===== src/rtl/cam_capture_if.sv =====
// Camera pins, capture control/status and frame-buffer write port of cam_capture.
// The slave side belongs to the capture block and the master side to whoever drives the camera.
interface cam_capture_if #(
  parameter int ADDR_WIDTH = 19
);
  logic                  pclk;
  logic                  vsync;
  logic                  href;
  logic [7:0]            data;
  logic                  capture_start;
  logic                  busy;
  logic                  done;
  logic                  mem_we;
  logic [ADDR_WIDTH-1:0] mem_addr;
  logic [7:0]            mem_data;
  logic [ADDR_WIDTH-1:0] pixel_count;
  logic                  frame_err;

  modport slave (
    input  pclk, vsync, href, data, capture_start,
    output busy, done, mem_we, mem_addr, mem_data, pixel_count, frame_err
  );

  modport master (
    output pclk, vsync, href, data, capture_start,
    input  busy, done, mem_we, mem_addr, mem_data, pixel_count, frame_err
  );
endinterface


===== src/rtl/cam_capture.sv =====
// OV7670-style capture front end: synchronizes the camera bus into clk and packs
// RGB565 byte pairs into RGB332 frame-buffer writes, one full frame per start.
module cam_capture #(
  parameter int H_ACTIVE   = 640,
  parameter int V_ACTIVE   = 480,
  parameter int ADDR_WIDTH = 19
) (
  input  logic          clk,
  input  logic          rst,
  cam_capture_if.slave  cam
);

  localparam logic [ADDR_WIDTH:0] TOTAL = (ADDR_WIDTH+1)'(H_ACTIVE * V_ACTIVE);

  typedef enum logic [1:0] {IDLE, WAIT_FRAME, ACTIVE, DONE} state_e;

  state_e                state_q;
  logic                  pclk_s1_q, pclk_s2_q, pclk_s3_q;
  logic                  href_s1_q, href_s2_q, href_s3_q;
  logic                  vsync_s1_q, vsync_s2_q, vsync_s3_q;
  logic [7:0]            data_s1_q, data_s2_q;
  logic                  phase_q;
  logic [5:0]            b0_q;
  logic                  busy_q, done_q, mem_we_q, frame_err_q;
  logic [ADDR_WIDTH-1:0] mem_addr_q, pixel_count_q;
  logic [7:0]            mem_data_q;

  logic                  pclk_rise, href_fall, vsync_rise, vsync_fall;
  logic                  full, wr_fire;
  logic [ADDR_WIDTH:0]   cnt_after_d;

  assign pclk_rise  = pclk_s2_q & ~pclk_s3_q;
  assign href_fall  = ~href_s2_q & href_s3_q;
  assign vsync_rise = vsync_s2_q & ~vsync_s3_q;
  assign vsync_fall = ~vsync_s2_q & vsync_s3_q;
  assign full       = ({1'b0, pixel_count_q} == TOTAL);

  // Count as it will stand after this cycle, so a pixel landing with vsync rise is included.
  assign wr_fire     = (state_q == ACTIVE) & pclk_rise & href_s2_q & phase_q & ~full;
  assign cnt_after_d = {1'b0, pixel_count_q} + (ADDR_WIDTH+1)'(wr_fire);

  always_ff @(posedge clk or negedge rst) begin
    if (!rst) begin
      state_q       <= IDLE;
      pclk_s1_q     <= 1'b0;
      pclk_s2_q     <= 1'b0;
      pclk_s3_q     <= 1'b0;
      href_s1_q     <= 1'b0;
      href_s2_q     <= 1'b0;
      href_s3_q     <= 1'b0;
      vsync_s1_q    <= 1'b0;
      vsync_s2_q    <= 1'b0;
      vsync_s3_q    <= 1'b0;
      data_s1_q     <= '0;
      data_s2_q     <= '0;
      phase_q       <= 1'b0;
      b0_q          <= '0;
      busy_q        <= 1'b0;
      done_q        <= 1'b0;
      mem_we_q      <= 1'b0;
      frame_err_q   <= 1'b0;
      mem_addr_q    <= '0;
      mem_data_q    <= '0;
      pixel_count_q <= '0;
    end else begin
      pclk_s1_q  <= cam.pclk;
      pclk_s2_q  <= pclk_s1_q;
      pclk_s3_q  <= pclk_s2_q;
      href_s1_q  <= cam.href;
      href_s2_q  <= href_s1_q;
      href_s3_q  <= href_s2_q;
      vsync_s1_q <= cam.vsync;
      vsync_s2_q <= vsync_s1_q;
      vsync_s3_q <= vsync_s2_q;
      data_s1_q  <= cam.data;
      data_s2_q  <= data_s1_q;
      mem_we_q   <= 1'b0;
      done_q     <= 1'b0;

      case (state_q)
        IDLE: begin
          if (cam.capture_start) begin
            frame_err_q   <= 1'b0;
            pixel_count_q <= '0;
            mem_addr_q    <= '0;
            phase_q       <= 1'b0;
            busy_q        <= 1'b1;
            state_q       <= WAIT_FRAME;
          end
        end

        // Only a vsync fall marks a frame we saw from its first line.
        WAIT_FRAME: begin
          if (vsync_fall) state_q <= ACTIVE;
        end

        ACTIVE: begin
          if (pclk_rise && href_s2_q) begin
            if (!phase_q) begin
              b0_q    <= {data_s2_q[7:5], data_s2_q[2:0]};
              phase_q <= 1'b1;
            end else begin
              phase_q <= 1'b0;
              if (full) begin
                frame_err_q <= 1'b1;
              end else begin
                mem_we_q      <= 1'b1;
                mem_addr_q    <= pixel_count_q;
                mem_data_q    <= {b0_q, data_s2_q[4:3]};
                pixel_count_q <= pixel_count_q + ADDR_WIDTH'(1);
              end
            end
          end else if (href_fall && phase_q) begin
            frame_err_q <= 1'b1;
            phase_q     <= 1'b0;
          end
          if (vsync_rise) begin
            if (cnt_after_d != TOTAL) frame_err_q <= 1'b1;
            done_q  <= 1'b1;
            state_q <= DONE;
          end
        end

        DONE: begin
          busy_q  <= 1'b0;
          state_q <= IDLE;
        end

        default: state_q <= IDLE;
      endcase
    end
  end

  assign cam.busy        = busy_q;
  assign cam.done        = done_q;
  assign cam.mem_we      = mem_we_q;
  assign cam.mem_addr    = mem_addr_q;
  assign cam.mem_data    = mem_data_q;
  assign cam.pixel_count = pixel_count_q;
  assign cam.frame_err   = frame_err_q;

endmodule


===== src/flat_wrapper.sv =====
// flat-port wrapper written by rule: the top's interface ports become plain ports
module cam_capture_flat 
#(
  parameter int H_ACTIVE   = 640,
  parameter int V_ACTIVE   = 480,
  parameter int ADDR_WIDTH = 19
)
  (clk, rst, cam_pclk, cam_vsync, cam_href, cam_data, cam_capture_start, cam_busy, cam_done, cam_mem_we, cam_mem_addr, cam_mem_data, cam_pixel_count, cam_frame_err);
  cam_capture_if #(.ADDR_WIDTH(ADDR_WIDTH)) cam_i ();
  input  logic clk;
  input  logic rst;
  input wire logic [$bits(cam_i.pclk)-1:0] cam_pclk;
  input wire logic [$bits(cam_i.vsync)-1:0] cam_vsync;
  input wire logic [$bits(cam_i.href)-1:0] cam_href;
  input wire logic [$bits(cam_i.data)-1:0] cam_data;
  input wire logic [$bits(cam_i.capture_start)-1:0] cam_capture_start;
  output wire logic [$bits(cam_i.busy)-1:0] cam_busy;
  output wire logic [$bits(cam_i.done)-1:0] cam_done;
  output wire logic [$bits(cam_i.mem_we)-1:0] cam_mem_we;
  output wire logic [$bits(cam_i.mem_addr)-1:0] cam_mem_addr;
  output wire logic [$bits(cam_i.mem_data)-1:0] cam_mem_data;
  output wire logic [$bits(cam_i.pixel_count)-1:0] cam_pixel_count;
  output wire logic [$bits(cam_i.frame_err)-1:0] cam_frame_err;
  assign cam_i.pclk = cam_pclk;
  assign cam_i.vsync = cam_vsync;
  assign cam_i.href = cam_href;
  assign cam_i.data = cam_data;
  assign cam_i.capture_start = cam_capture_start;
  assign cam_busy = cam_i.busy;
  assign cam_done = cam_i.done;
  assign cam_mem_we = cam_i.mem_we;
  assign cam_mem_addr = cam_i.mem_addr;
  assign cam_mem_data = cam_i.mem_data;
  assign cam_pixel_count = cam_i.pixel_count;
  assign cam_frame_err = cam_i.frame_err;
  cam_capture #(.H_ACTIVE(H_ACTIVE), .V_ACTIVE(V_ACTIVE), .ADDR_WIDTH(ADDR_WIDTH)) u_core (.clk(clk), .rst(rst), .cam(cam_i));
endmodule

===== config.mk =====
export PLATFORM = sky130hd
export DESIGN_NAME = cam_capture_flat
export DESIGN_NICKNAME = d
export VERILOG_FILES = /design/src/rtl/cam_capture_if.sv /design/src/rtl/cam_capture.sv /design/src/flat_wrapper.sv
export SDC_FILE = /design/constraint.sdc
export NUM_CORES = 1
export LEC_CHECK = 0
export ABC_AREA = 0
export BUFFER_PORTS_ARGS = -buffer_cell sky130_fd_sc_hd__buf_2
export CAP_MARGIN = 25
export CORE_UTILIZATION = 49
export CTS_CLUSTER_DIAMETER = 200
export DETAILED_ROUTE_END_ITERATION = 7
export PLACE_DENSITY = 0.71
export SETUP_SLACK_MARGIN = 0.15
export SLEW_MARGIN = 10
export SYNTH_ARGS = -nofsm -noshare
export SYNTH_HDL_FRONTEND = slang
export SYNTH_SLANG_ARGS = --single-unit

===== constraint.sdc =====
create_clock -name clk -period 8 [get_ports clk]
set_input_delay 0 -clock clk [delete_from_list [all_inputs] [get_ports clk]]
set_output_delay 0 -clock clk [all_outputs]
set_load 0.02 [all_outputs]

* Yosys cells after proc, flatten, opt, wreduce, memory -nomap -nowiden *
Index checks and enable logic that the tools add are counted.

storage, ports and cells
  bits of input ports = 14
  output and inout port bits = 50
  flip-flop bits (word level) = 84
  logic and storage cells = 94

operators by class
  eq/ne operators = 12
  muxes and demuxes = 33
  reduce and logical (&&, ||, !) cells = 12
  $add $sub $neg = 2
  bitwise gates (word level) = 14

operators by type and width
  cell                                              number
  two-way mux 19 bit                                7
  one-hot mux 19 bit (2 select lines)               2
  adder 19 x 1 -> 20 bit                            1
  != test 20 x 19 -> 1 bit (second input constant)  1
  adder 19 x 1 -> 19 bit (second input constant)    1
  == test 19 bit (second input constant)            1
  two-way mux 1 bit                                 17
  AND reduction 3 bit                               3
  AND 1 bit                                         8
  one-hot mux 2 bit (4 select lines)                1
  two-way mux 2 bit                                 3
  != test 2 x 1 -> 1 bit (second input constant)    3
  != test 2 bit (second input constant)             3
  NOT 1 bit                                         6
  one-hot mux 1 bit (2 select lines)                3
  AND reduction 5 bit                               1
  == test 2 bit (second input constant)             2
  AND reduction 2 bit                               2
  AND reduction 4 bit                               1
  nonzero test 2 bit                                2
  != test 3 bit (second input constant)             1
  == test 2 x 1 -> 1 bit (second input constant)    1
  logical AND 1 bit                                 2
  zero test 2 bit                                   1

* Depth between registers and ports, before layout *
Gate-level depths: netlist of run 1.

  depth after elaboration = 11
  depth in mapped cells = 15
  depth with buffers taken out = 14

* Least setup slack after synthesis of run 1 *
Ideal clock, no wire load.

  kind = register to register
  start point = reg u_core.pixel_count_q[1] (netlist: u_core.cam.pixel_count[1])
  end point = reg u_core.frame_err_q (netlist: u_core.cam.frame_err)
  buffers on the path = 1
  slack = 4,900 ps
  stages on the path, launching flop included = 16
  data required time = 7,880 ps
  arrival time = 2,980 ps
  library setup time = 120 ps
  period minus slack after synthesis = 3,100 ps
  path through = dfrtp_1 inv_1 ha_1 nor4bb_1 nand4_1 o21ai_1 inv_2 clkbuf_1 ha_1 ha_1 inv_1 nor4_1 xor2_1 o2111a_1 nand4_1 a41o_1

between the ends
  longest elaborated chain between the ends = 8
  elaborated cells on any way between the ends = 11
  classes of those cells = add/sub: 1; eq/ne: 2; mux: 6; bitwise: 2

RTL lines
  what                                  RTL line            RTL
  start: declaration                    cam_capture.sv:25   logic [ADDR_WIDTH-1:0] mem_addr_q, pixel_count_q;
  start signal: assignment              cam_capture.sv:110  pixel_count_q <= pixel_count_q + ADDR_WIDTH'(1);
  == test 19 bit                        cam_capture.sv:36   assign full = ({1'b0, pixel_count_q} == TOTAL);
  NOT 1 bit (no line)                   --
  AND 1 bit                             cam_capture.sv:39   assign wr_fire = (state_q == ACTIVE) & pclk_rise & href_s2_q & phase_q & ~full;
  adder 19 x 1 -> 20 bit                cam_capture.sv:40   assign cnt_after_d = {1'b0, pixel_count_q} + (ADDR_WIDTH+1)'(wr_fire);
  != test 20 x 19 -> 1 bit              cam_capture.sv:118  if (cnt_after_d != TOTAL) frame_err_q <= 1'b1;
  two-way mux 1 bit                     cam_capture.sv:118
  two-way mux 1 bit *                   cam_capture.sv:117  if (vsync_rise) begin
  one-hot mux 1 bit (2 select lines) *  cam_capture.sv:80   case (state_q)
  end signal: assignment                cam_capture.sv:83   frame_err_q <= 1'b0;
  end signal: assignment                cam_capture.sv:114  frame_err_q <= 1'b1;
  end signal: assignment                cam_capture.sv:118
  end: declaration                      cam_capture.sv:24   logic busy_q, done_q, mem_we_q, frame_err_q;

Mark *: on every way between the ends. The rest lies on a longest branch, timed or not.
A chain may end at the register's enable or synchronous reset.

* Final worst setup path of run 1 *
Same ends and word-level chain as after synthesis.

==> results of run 1 <==
final timing paths:
kind                                                       start                                      to  slack, ns  depth (start not counted)
max in group asynchronous                                    rst  u_core.cam.pixel_count[12]$_DFFE_PN0P_       7.34                          3
min reg2reg                        u_core.data_s1_q[6]$_DFF_PN0_           u_core.data_s2_q[6]$_DFF_PN0_       0.35                          0
max                        u_core.cam.pixel_count[1]$_DFFE_PN0P_        u_core.cam.frame_err$_DFFE_PN0P_       4.22                         14
min                                                          rst      u_core.cam.mem_addr[2]$_DFFE_PN0P_       0.05                          2
min in group clk                               cam_capture_start             u_core.cam.busy$_DFFE_PN0P_       0.06                          4
max reg2reg                u_core.cam.pixel_count[1]$_DFFE_PN0P_        u_core.cam.frame_err$_DFFE_PN0P_       4.22                         14
critical path, stage by stage, from the launching register on:
cell and delay [ns]:
dfrtp_1 0.50, inv_1 0.10, ha_1 0.13, nor4bb_1 0.28
nand4_1 0.16, o21ai_1 0.59, inv_2 0.27, ha_1 0.31
ha_1 0.26, nor3_1 0.20, a31o_2 0.12, nand3_1 0.06
nor4b_1 0.30, nand4_1 0.13, a41o_1 0.25
cells in the mapped netlist, types with 3 or more instances:
library cell | n | area share [%]
nor2_1 | 12 | 1.2
dfrtp_1 | 84 | 56
nor4_1 | 5 | 0.84
ha_1 | 9 | 3.0
a22o_1 | 21 | 4.9
xor2_1 | 5 | 1.2
nand2_1 | 40 | 4.0
nor2b_1 | 3 | 0.50
o31ai_1 | 4 | 0.81
mux2_2 | 8 | 2.4
buf_2 | 10 | 1.3
nand4_1 | 10 | 1.7
and3_1 | 4 | 0.67
buf_6 | 5 | 1.5
or2_2 | 3 | 0.50
o211ai_1 | 5 | 1.0
clkbuf_1 | 6 | 0.60
inv_1 | 10 | 1.0
nand2b_1 | 4 | 0.67
or3_1 | 8 | 1.3
nor3_1 | 4 | 0.54
xnor2_1 | 3 | 0.70
o21ai_0 | 16 | 2.1
a21oi_1 | 11 | 1.5
nand3_1 | 7 | 0.94
or4_1 | 6 | 1.2
cell type report:
cell class,instances,area [µm²]
timing repair buffer,79,495.5
clock buffer,10,137.6
tap,99,123.9
inverter,11,41.29
fill,631,2838
sequential,84,2102
clock inverter,6,97.59
multi-input combinational,218,1456
where the power goes:
part / total, mW / switching, mW / internal, mW
sequential: 0.504 / 0.0323 / 0.472
combinational: 0.229 / 0.143 / 0.0860
clock: 0.354 / 0.164 / 0.190
state kept, by name, summed over array words and instances, names as in the netlist:
| signal | flops |
|---|---|
| u_core.vsync_s1_q | 1 |
| u_core.cam.frame_err | 1 |
| u_core.href_s2_q | 1 |
| u_core.pclk_s2_q | 1 |
| u_core.b0_q | 6 |
| u_core.phase_q | 1 |
| u_core.vsync_s2_q | 1 |
| u_core.cam.busy | 1 |
| u_core.cam.pixel_count | 19 |
| u_core.vsync_s3_q | 1 |
| u_core.data_s1_q | 8 |
| u_core.pclk_s3_q | 1 |
| u_core.state_q | 2 |
| u_core.href_s1_q | 1 |
| u_core.cam.mem_addr | 19 |
| u_core.data_s2_q | 8 |
| u_core.href_s3_q | 1 |
| u_core.cam.done | 1 |
| u_core.pclk_s1_q | 1 |
| u_core.cam.mem_we | 1 |
| u_core.cam.mem_data | 8 |
logic make-up (layout without fill, tap and decap cells):
kind of cell / count (synthesis) / after routing / share of synthesized area (%)
adder cells (fa/ha/maj): 9 / 9 / 3.019
AO/OA/AOI/OAI: 77 / 77 / 14.90
XOR/XNOR: 8 / 8 / 1.879
flip-flops: 84 / 84 / 56.36
multiplexers: 8 / 8 / 2.415
buffers and inverters: 33 / 106 / 4.696
AND/OR/NAND/NOR: 116 / 116 / 16.74
layer usage:
metal | track usage [%] | wire, µm | vias to the layer above
met5 | 0 | 0 | -
met4 | 7.215 | 53 | 0
met3 | 5.540 | 479 | 4
met2 | 37.54 | 4039 | 98
met1 | 28.96 | 3717 | 1431
li1 | - | - | 1348
==> results.ini, run 1 <==
[logic_synthesis]
ys_warn_count=0
synth-edff-count=0
yosysSeqAreaShare_pct=56.36
syn_nets=358
ys.flop_type=dfrtp_1
syn_area_mm2=0.003730
synth.distinct_cells=53
synth_seq_cells=84
async_flop_share_pct=100.0
syn_inst=335
syn_avg_cell_area_um2=11.13

[layout]
layout-drive-gt1-share_pct=25.49
final_cell_area_mm2=0.004454
synthToLayoutAreaGrowth_pct=19.42
diodes=0
layout_common_cells=dfrtp_1, buf_2, nand2_1, a22o_1, o21ai_0
fin_util_pct=61.08
final_common_cell=dfrtp_1
layout.cells.non_filler=507
nNetsFinal=426

[sta]
hold_ws_ns=0.04558
slew_viol_final=0
clock_skew_ns=0.01155
rsz0062_at_grt=false
finalCritPeriodShare_pct=47.30
layout_setup_ws_ns=4.216
tightestPinTransition_ns=0.8005
slew_headroom_pct=46.40
max_freq_ghz=0.2643
hold_viol_final=0
tns_ns=0
final.min_clock_period_ns=3.784
setup_viol=0

[floorplanning]
die_height_um=89.25
dieArea_mm2=0.007965
die_w_um=89.25
start_util_pct=51.15
io_pins=64
rows=31
core-area_mm2=0.007292

[clock_tree]
clk_latency_ns=0.35
clk_path_buf_depth=2
cts-buffers-inserted=9
cts_sinks=84
cts-root-buf=clkbuf_8
hold_buffers=12
post_cts_buffers=0
clk_pin_slew_worst_paths_ns=0.09
cts_resized=0
htreeDepth=3
cts_tree=built

[status]
status=complete, no violations

[worst_setup_path]
critPathLaunchType=flop
cp.required_ns=8.23
endpoint_kind=flop
critical_path_peak_fanout=14
cp_data_arrival_time_ns=4.02
path_class=reg -> reg

[route]
drt-initial-drc-count=231
drt-total-wl_mm=8.290
viasPerCell=5.682
ant_nets=0
via_count=2881
dr.pass1.iters=4
drc=0
wire_per_inst_um=16.35

[placed_design]
place_congestion=0.9220
placed_area_mm2=0.004071
hpwl_mm=5.433
port_buffers=63
placed_cells=478
dp_slack_ns=4.248

[global_routing]
grt_pass1_vias=2811
grt_pass1_wl_mm=13.54
overflow=0
grt_max_degree=85
antenna_found_initial=0
grt.total_usage_pct=22.50

[flow_run]
cap_viol_max_count=0

[power_and_ir_drop]
p_total_mw=1.088
power.density_mw_per_mm2=244.2
power_leakage_nw=2.189
irDropWorstVdd_mv=0.1468

[hold_path]
hp-class=in -> async

Note: power is estimated with default switching activity, not from simulation.
==> run 2: changes to the inputs <==
--- a/config.mk
+++ b/config.mk
@@ -5,7 +5,7 @@
 export SDC_FILE = /design/constraint.sdc
 export NUM_CORES = 1
 export LEC_CHECK = 0
-export ABC_AREA = 0
+export ABC_AREA = 1
 export BUFFER_PORTS_ARGS = -buffer_cell sky130_fd_sc_hd__buf_2
 export CAP_MARGIN = 25
 export CORE_UTILIZATION = 49
==> constraint.sdc (replaced) <==
create_clock -name clk -period 3.88 [get_ports clk]
set_input_delay 0 -clock clk [delete_from_list [all_inputs] [get_ports clk]]
set_output_delay 0 -clock clk [all_outputs]
set_load 0.02 [all_outputs]
==> results.ini, run 2 <==
[logic_synthesis]
synth_top_area_share_pct=52.85
syn_inst=448
ys_warn_count=0
yosys-top-cells-area=dfrtp_1, nand2_1, nor2_1
syn_avg_cell_area_um2=8.878
syn_area_mm2=0.003978
synth_compound_area_share_pct=11.98
synth_top_family_by_area=simple AND/OR/NAND/NOR gates
syn_nets=471
yosysSeqAreaShare_pct=52.85
synthAdderAreaFrac_pct=2.831
synth-edff-count=0
async_flop_share_pct=100.0
synthXorXnorAreaFrac_pct=2.202
synth.distinct_cells=29
synth_top_cell_by_area=dfrtp_1
synth.top_cells.by_count=nand2_1, dfrtp_1, nor2_1, inv_1, nand3_1
synth_seq_cells=84
synthSimpleGateAreaFrac_pct=23.75
ys.flop_type=dfrtp_1
synthMostInstantiatedCell=nand2_1
synth_mux_area_share_pct=0

[sta]
layout_setup_ws_ns=0.5853
tightestPinTransition_ns=0.8670
finalCritPeriodShare_pct=84.92
max_freq_ghz=0.3035
hold_ws_ns=0.07859
slew_headroom_pct=41.98
clock_skew_ns=0.02449
setup_viol=0
tns_ns=0
hold_viol_final=0
final.min_clock_period_ns=3.295
slew_viol_final=0
rsz0062_at_grt=false

[route]
via_count=3311
wire_per_inst_um=15.70
dr.pass1.iters=5
ant_nets=0
drc=0
viasPerCell=5.256
drt-initial-drc-count=199
drt-total-wl_mm=9.894

[layout]
final_common_cell=nand2_1
fill_cells=691
layout-drive-gt1-share_pct=21.59
diodes=0
nNetsFinal=546
layout_common_cells=nand2_1, dfrtp_1, buf_2, nor2_1, inv_1
fin_util_pct=60.53
synthToLayoutAreaGrowth_pct=18.81

[global_routing]
grt_pass1_vias=3212
top_usage_layer=met2
grtUsageMet1_pct=32.81
overflow=0
grt_pass1_wl_mm=16.13
grt_max_degree=85
grt.total_usage_pct=25.24
grtUsageMet3_pct=4.561
antenna_found_initial=0
use_met2_pct=42.66

[floorplanning]
core-area_mm2=0.007807
die_height_um=92.10
dieArea_mm2=0.008481
die_w_um=92.10
io_pins=64
rows=32
start_util_pct=50.95

[power_and_ir_drop]
power_leakage_nw=2.310
power.density_mw_per_mm2=480.5
irDropWorstVdd_mv=0.4144

[clock_tree]
clk_latency_ns=0.37
cts_sinks=84
clk_pin_slew_worst_paths_ns=0.09
htreeDepth=3
cts-buffers-inserted=9
cts-root-buf=clkbuf_8
cts_tree=built
clk_path_buf_depth=2
post_cts_buffers=0

[worst_setup_path]
cpMaxStageDelayCell=dfrtp_2
critical_path_peak_fanout=17
path_cells=inv_2, ha_1, nand4_1, nor3_1, nand3_1, nand2_1, nor2_4, nand2_4, inv_1, ha_1, ha_1, inv_1, nor2_2, nand3_1, nand2_1, nand2_1, nor2_1, nand2_1, nor2_1, nand2_1, nand2_1, nand2_1, nand2_1, a21oi_2
critPathLaunchType=flop
cp.required_ns=4.12
cp_slowest_stage_delay_ns=0.44
endpoint_kind=flop
crit_top_cell=nand2_1
path_class=reg -> reg
cp_data_arrival_time_ns=3.53

[status]
status=complete, no violations

[placed_design]
hpwl_mm=6.950
place_congestion=0.9056
dp_slack_ns=0.3312
port_buffers=63

[flow_run]
cap_viol_max_count=0

[hold_path]
hp-class=in -> async

==> run 2: layer usage <==
layer | share of wire (%) | wire (µm) | vias to the layer above
li1 | - | - | 1621
met1 | 44 | 4374 | 1572
met2 | 49 | 4880 | 102
met3 | 4.2 | 412 | 16
met4 | 2.3 | 227 | 0
met5 | 0 | 0 | -
==> run 2: repair_timing <==
item,CTS,global route
gates resized for setup,0,4
hold buffers,13,0
endpoints found under the setup margin,0,1
endpoints found under the hold margin,96,0
==> run 2: final timing paths <==
kind	cells past startpoint	to	from	slack [ns]
worst max-delay path	24	u_core.cam.frame_err$_DFFE_PN0P_	u_core.cam.pixel_count[0]$_DFFE_PN0P_	0.59
worst min-delay path	2	u_core.cam.mem_addr[6]$_DFFE_PN0P_	rst	0.08
worst max register to register	24	u_core.cam.frame_err$_DFFE_PN0P_	u_core.cam.pixel_count[0]$_DFFE_PN0P_	0.59
worst min register to register	0	u_core.data_s2_q[1]$_DFF_PN0_	u_core.data_s1_q[1]$_DFF_PN0_	0.36
max in group asynchronous	3	u_core.href_s3_q$_DFF_PN0_	rst	3.20
min in group clk	2	u_core.data_s1_q[6]$_DFF_PN0_	cam_data[6]	0.27
==> run 2: critical path: cells and delay by family, from the launching register on <==
family / cells / cell delay [ns]
buf+inv: 3 / 0.32
flops: 1 / 0.44
simple gates: 17 / 1.67
compound gates: 1 / 0.05
fa+ha+maj: 3 / 0.71
==> run 2: logic make-up (layout without fill, tap and decap cells) <==
group           after synthesis  count (layout)
simple gates                213             213
xor+xnor                     10              10
fa+ha+maj                     9               9
buf+inv                      60             140
flops                        84              84
compound gates               72              72
==> run 2: metrics by stage <==
stage / area [µm²] / instances / power (mW)
global placement: 4360 / 600 / 1.628
floorplan: 3978 / 448 / 1.472
global route: 4726 / 630 / 2.404
detailed placement: 4360 / 600 / 1.647
CTS: 4691 / 629 / 2.279
finish: 4726 / 630 / 2.271
==> run 2: area by class of cell <==
cell class              instances  area [µm²]  share of cell area (%)
multi-input cells             304        1627                   34.42
inverters                      43       161.4                   3.415
well taps                     102       127.6                   2.701
flip-flops and latches         84        2105                   44.53
clock buffers                   9       123.9                   2.621
repair buffers                 81       505.5                   10.70
clock inverters                 7       76.32                   1.615
==> run 2: power breakdown <==
| part | switching [mW] | internal, mW | leakage [nW] |
|---|---|---|---|
| clock network | 0.372 | 0.255 | 0.102 |
| registers | 0.0538 | 0.985 | 1.09 |
| logic | 0.441 | 0.164 | 1.12 |
| total | 0.867 | 1.40 | 2.31 |
==> run 3: changes to the inputs <==
--- a/config.mk
+++ b/config.mk
@@ -5,7 +5,7 @@
 export SDC_FILE = /design/constraint.sdc
 export NUM_CORES = 1
 export LEC_CHECK = 0
-export ABC_AREA = 1
+export ABC_AREA = 0
 export BUFFER_PORTS_ARGS = -buffer_cell sky130_fd_sc_hd__buf_2
 export CAP_MARGIN = 25
 export CORE_UTILIZATION = 49
==> constraint.sdc (replaced) <==
create_clock -name clk -period 3.1 [get_ports clk]
set_input_delay 0 -clock clk [delete_from_list [all_inputs] [get_ports clk]]
set_output_delay 0 -clock clk [all_outputs]
set_load 0.02 [all_outputs]
==> results.ini, run 3 (same netlist as run 1, synthesis figures left out) <==
[status]
status=complete, no violations

[route]
dr.pass1.iters=4
drc=0
viasPerCell=5.592
drt-total-wl_mm=8.653
drt-initial-drc-count=203
via_count=2964
wire_per_inst_um=16.33
ant_nets=0

[layout]
nNetsFinal=449
final_common_cell=dfrtp_1
fill_cells=613
diodes=0
layout-drive-gt1-share_pct=31.32
synthToLayoutAreaGrowth_pct=24.19
layout_common_cells=dfrtp_1, buf_2, nand2_1, buf_4, a22o_1

[worst_setup_path]
endpoint_kind=flop
rr_startpoint=u_core.cam.pixel_count[0]$_DFFE_PN0P_
critical_path_peak_fanout=6
r2r_setup_slack_ns=0.31
r2r-end=u_core.cam.frame_err$_DFFE_PN0P_
path_class=reg -> reg
endpoint=u_core.cam.frame_err$_DFFE_PN0P_
cp-startpoint=u_core.cam.pixel_count[0]$_DFFE_PN0P_
ff2ff_path_depth=14
cp.required_ns=3.36
critPathLaunchType=flop
cp_data_arrival_time_ns=3.04

[sta]
rsz0062_at_grt=false
hold_viol_final=0
finalCritPeriodShare_pct=89.86
final.min_clock_period_ns=2.786
tns_ns=0
layout_setup_ws_ns=0.3145
slew_headroom_pct=46.83
slew_viol_final=0
max_freq_ghz=0.3590
tightestPinTransition_ns=0.7958
clock_skew_ns=0.01226
setup_viol=0

[global_routing]
grt_pass1_vias=2802
overflow=0
antenna_found_initial=0
grt_pass1_wl_mm=13.95
grt.total_usage_pct=23.61
grt_max_degree=85

[power_and_ir_drop]
power_leakage_nw=2.281
irDropWorstVdd_mv=0.4091
power.density_mw_per_mm2=568.1

[floorplanning]
dieArea_mm2=0.007965
start_util_pct=51.15
io_pins=64
rows=31
die_w_um=89.25
die_height_um=89.25
core-area_mm2=0.007292

[placed_design]
hpwl_mm=5.795
dp_slack_ns=0.1637
place_congestion=0.9213
port_buffers=63

[clock_tree]
clk_path_buf_depth=2
clk_latency_ns=0.36
clk_pin_slew_worst_paths_ns=0.09
cts-buffers-inserted=9
cts_tree=built
cts_sinks=84
htreeDepth=3
cts-root-buf=clkbuf_8

[flow_run]
cap_viol_max_count=0

[hold_path]
hp-class=in -> async

run 3: cell count changes in the layout (fill, tap and decap cells not counted), moves of 6 or more:
cell / previous run / this run
nand2_1: 99 / 40
nor2_1: 47 / 12
inv_1: 38 / 10
buf_4: 5 / 26
nand3_1: 25 / 6
o21ai_1: 17 / 0
nor2_2: 9 / 0
mux2_2: 0 / 8
nand2_2: 8 / 0
or3_1: 0 / 8
nand4_1: 16 / 10
or4_1: 0 / 6
run 3: area by class of cell:
type / instances / area, µm² / share of cell area, %
multi-input combinational: 218 / 1516 / 32.74
clock buffer: 9 / 123.9 / 2.674
tap: 99 / 123.9 / 2.674
sequential: 84 / 2105 / 45.43
timing repair buffer: 102 / 663.1 / 14.32
inverter: 11 / 41.29 / 0.8914
clock inverter: 7 / 58.81 / 1.270
run 3: worst max-delay path: stages, from the launching register on:
cell      delay, ns
dfrtp_2        0.44
inv_1          0.09
ha_1           0.15
nor4bb_4       0.26
nand4_1        0.17
o21ai_2        0.20
inv_2          0.07
ha_4           0.18
ha_4           0.18
nor3_1         0.17
a31o_2         0.12
nand3_1        0.07
nor4b_2        0.21
nand4_1        0.11
a41o_1         0.25
run 3: worst min-delay path by stage:
stage / end / slack [ns]
2_1_floorplan: u_core.b0_q[0]$_DFFE_PN0P_ / -0.30
3_3_place_gp: u_core.data_s1_q[5]$_DFF_PN0_ / 0.11
3_5_place_dp: u_core.vsync_s1_q$_DFF_PN0_ / 0.11
4_1_cts: u_core.data_s1_q[6]$_DFF_PN0_ / 0.25
5_1_grt: u_core.cam.mem_addr[13]$_DFFE_PN0P_ / 0.15
6_report: u_core.cam.pixel_count[6]$_DFFE_PN0P_ / 0.09
run 3: through the flow:
stage / instances / hold slack [ns] / util, % / power, mW / area, µm²
2_1_floorplan: 335 / -0.2956 / - / 1.696 / 3747
3_3_place_gp: 496 / 0.1073 / 57.77 / 1.877 / 4213
3_5_place_dp: 496 / 0.1093 / 57.77 / 1.903 / 4213
4_1_cts: 525 / 0.2522 / 62.06 / 2.644 / 4526
5_1_grt: 530 / 0.1500 / 63.52 / 2.780 / 4632
6_report: 530 / 0.09303 / 63.52 / 2.631 / 4632
run 3: timing repair:
action                                  CTS  global route
endpoints found under the setup margin    0             1
resized for setup                         0             7
hold endpoints to repair                 96             0
setup buffers                             0             4
hold buffers                             13             0
run 3: metal layers:
layer	global-route usage (%)	wire, µm
met5	0	0
met4	9.524	164
met3	3.416	453
met2	39.14	4293
met1	31.37	3742
run 3: power by group:
group          total (mW)  internal [mW]  switching [mW]
clock               0.731          0.305           0.426
combinational       0.608          0.229           0.379
sequential           1.29           1.22          0.0750
total                2.63           1.75           0.880
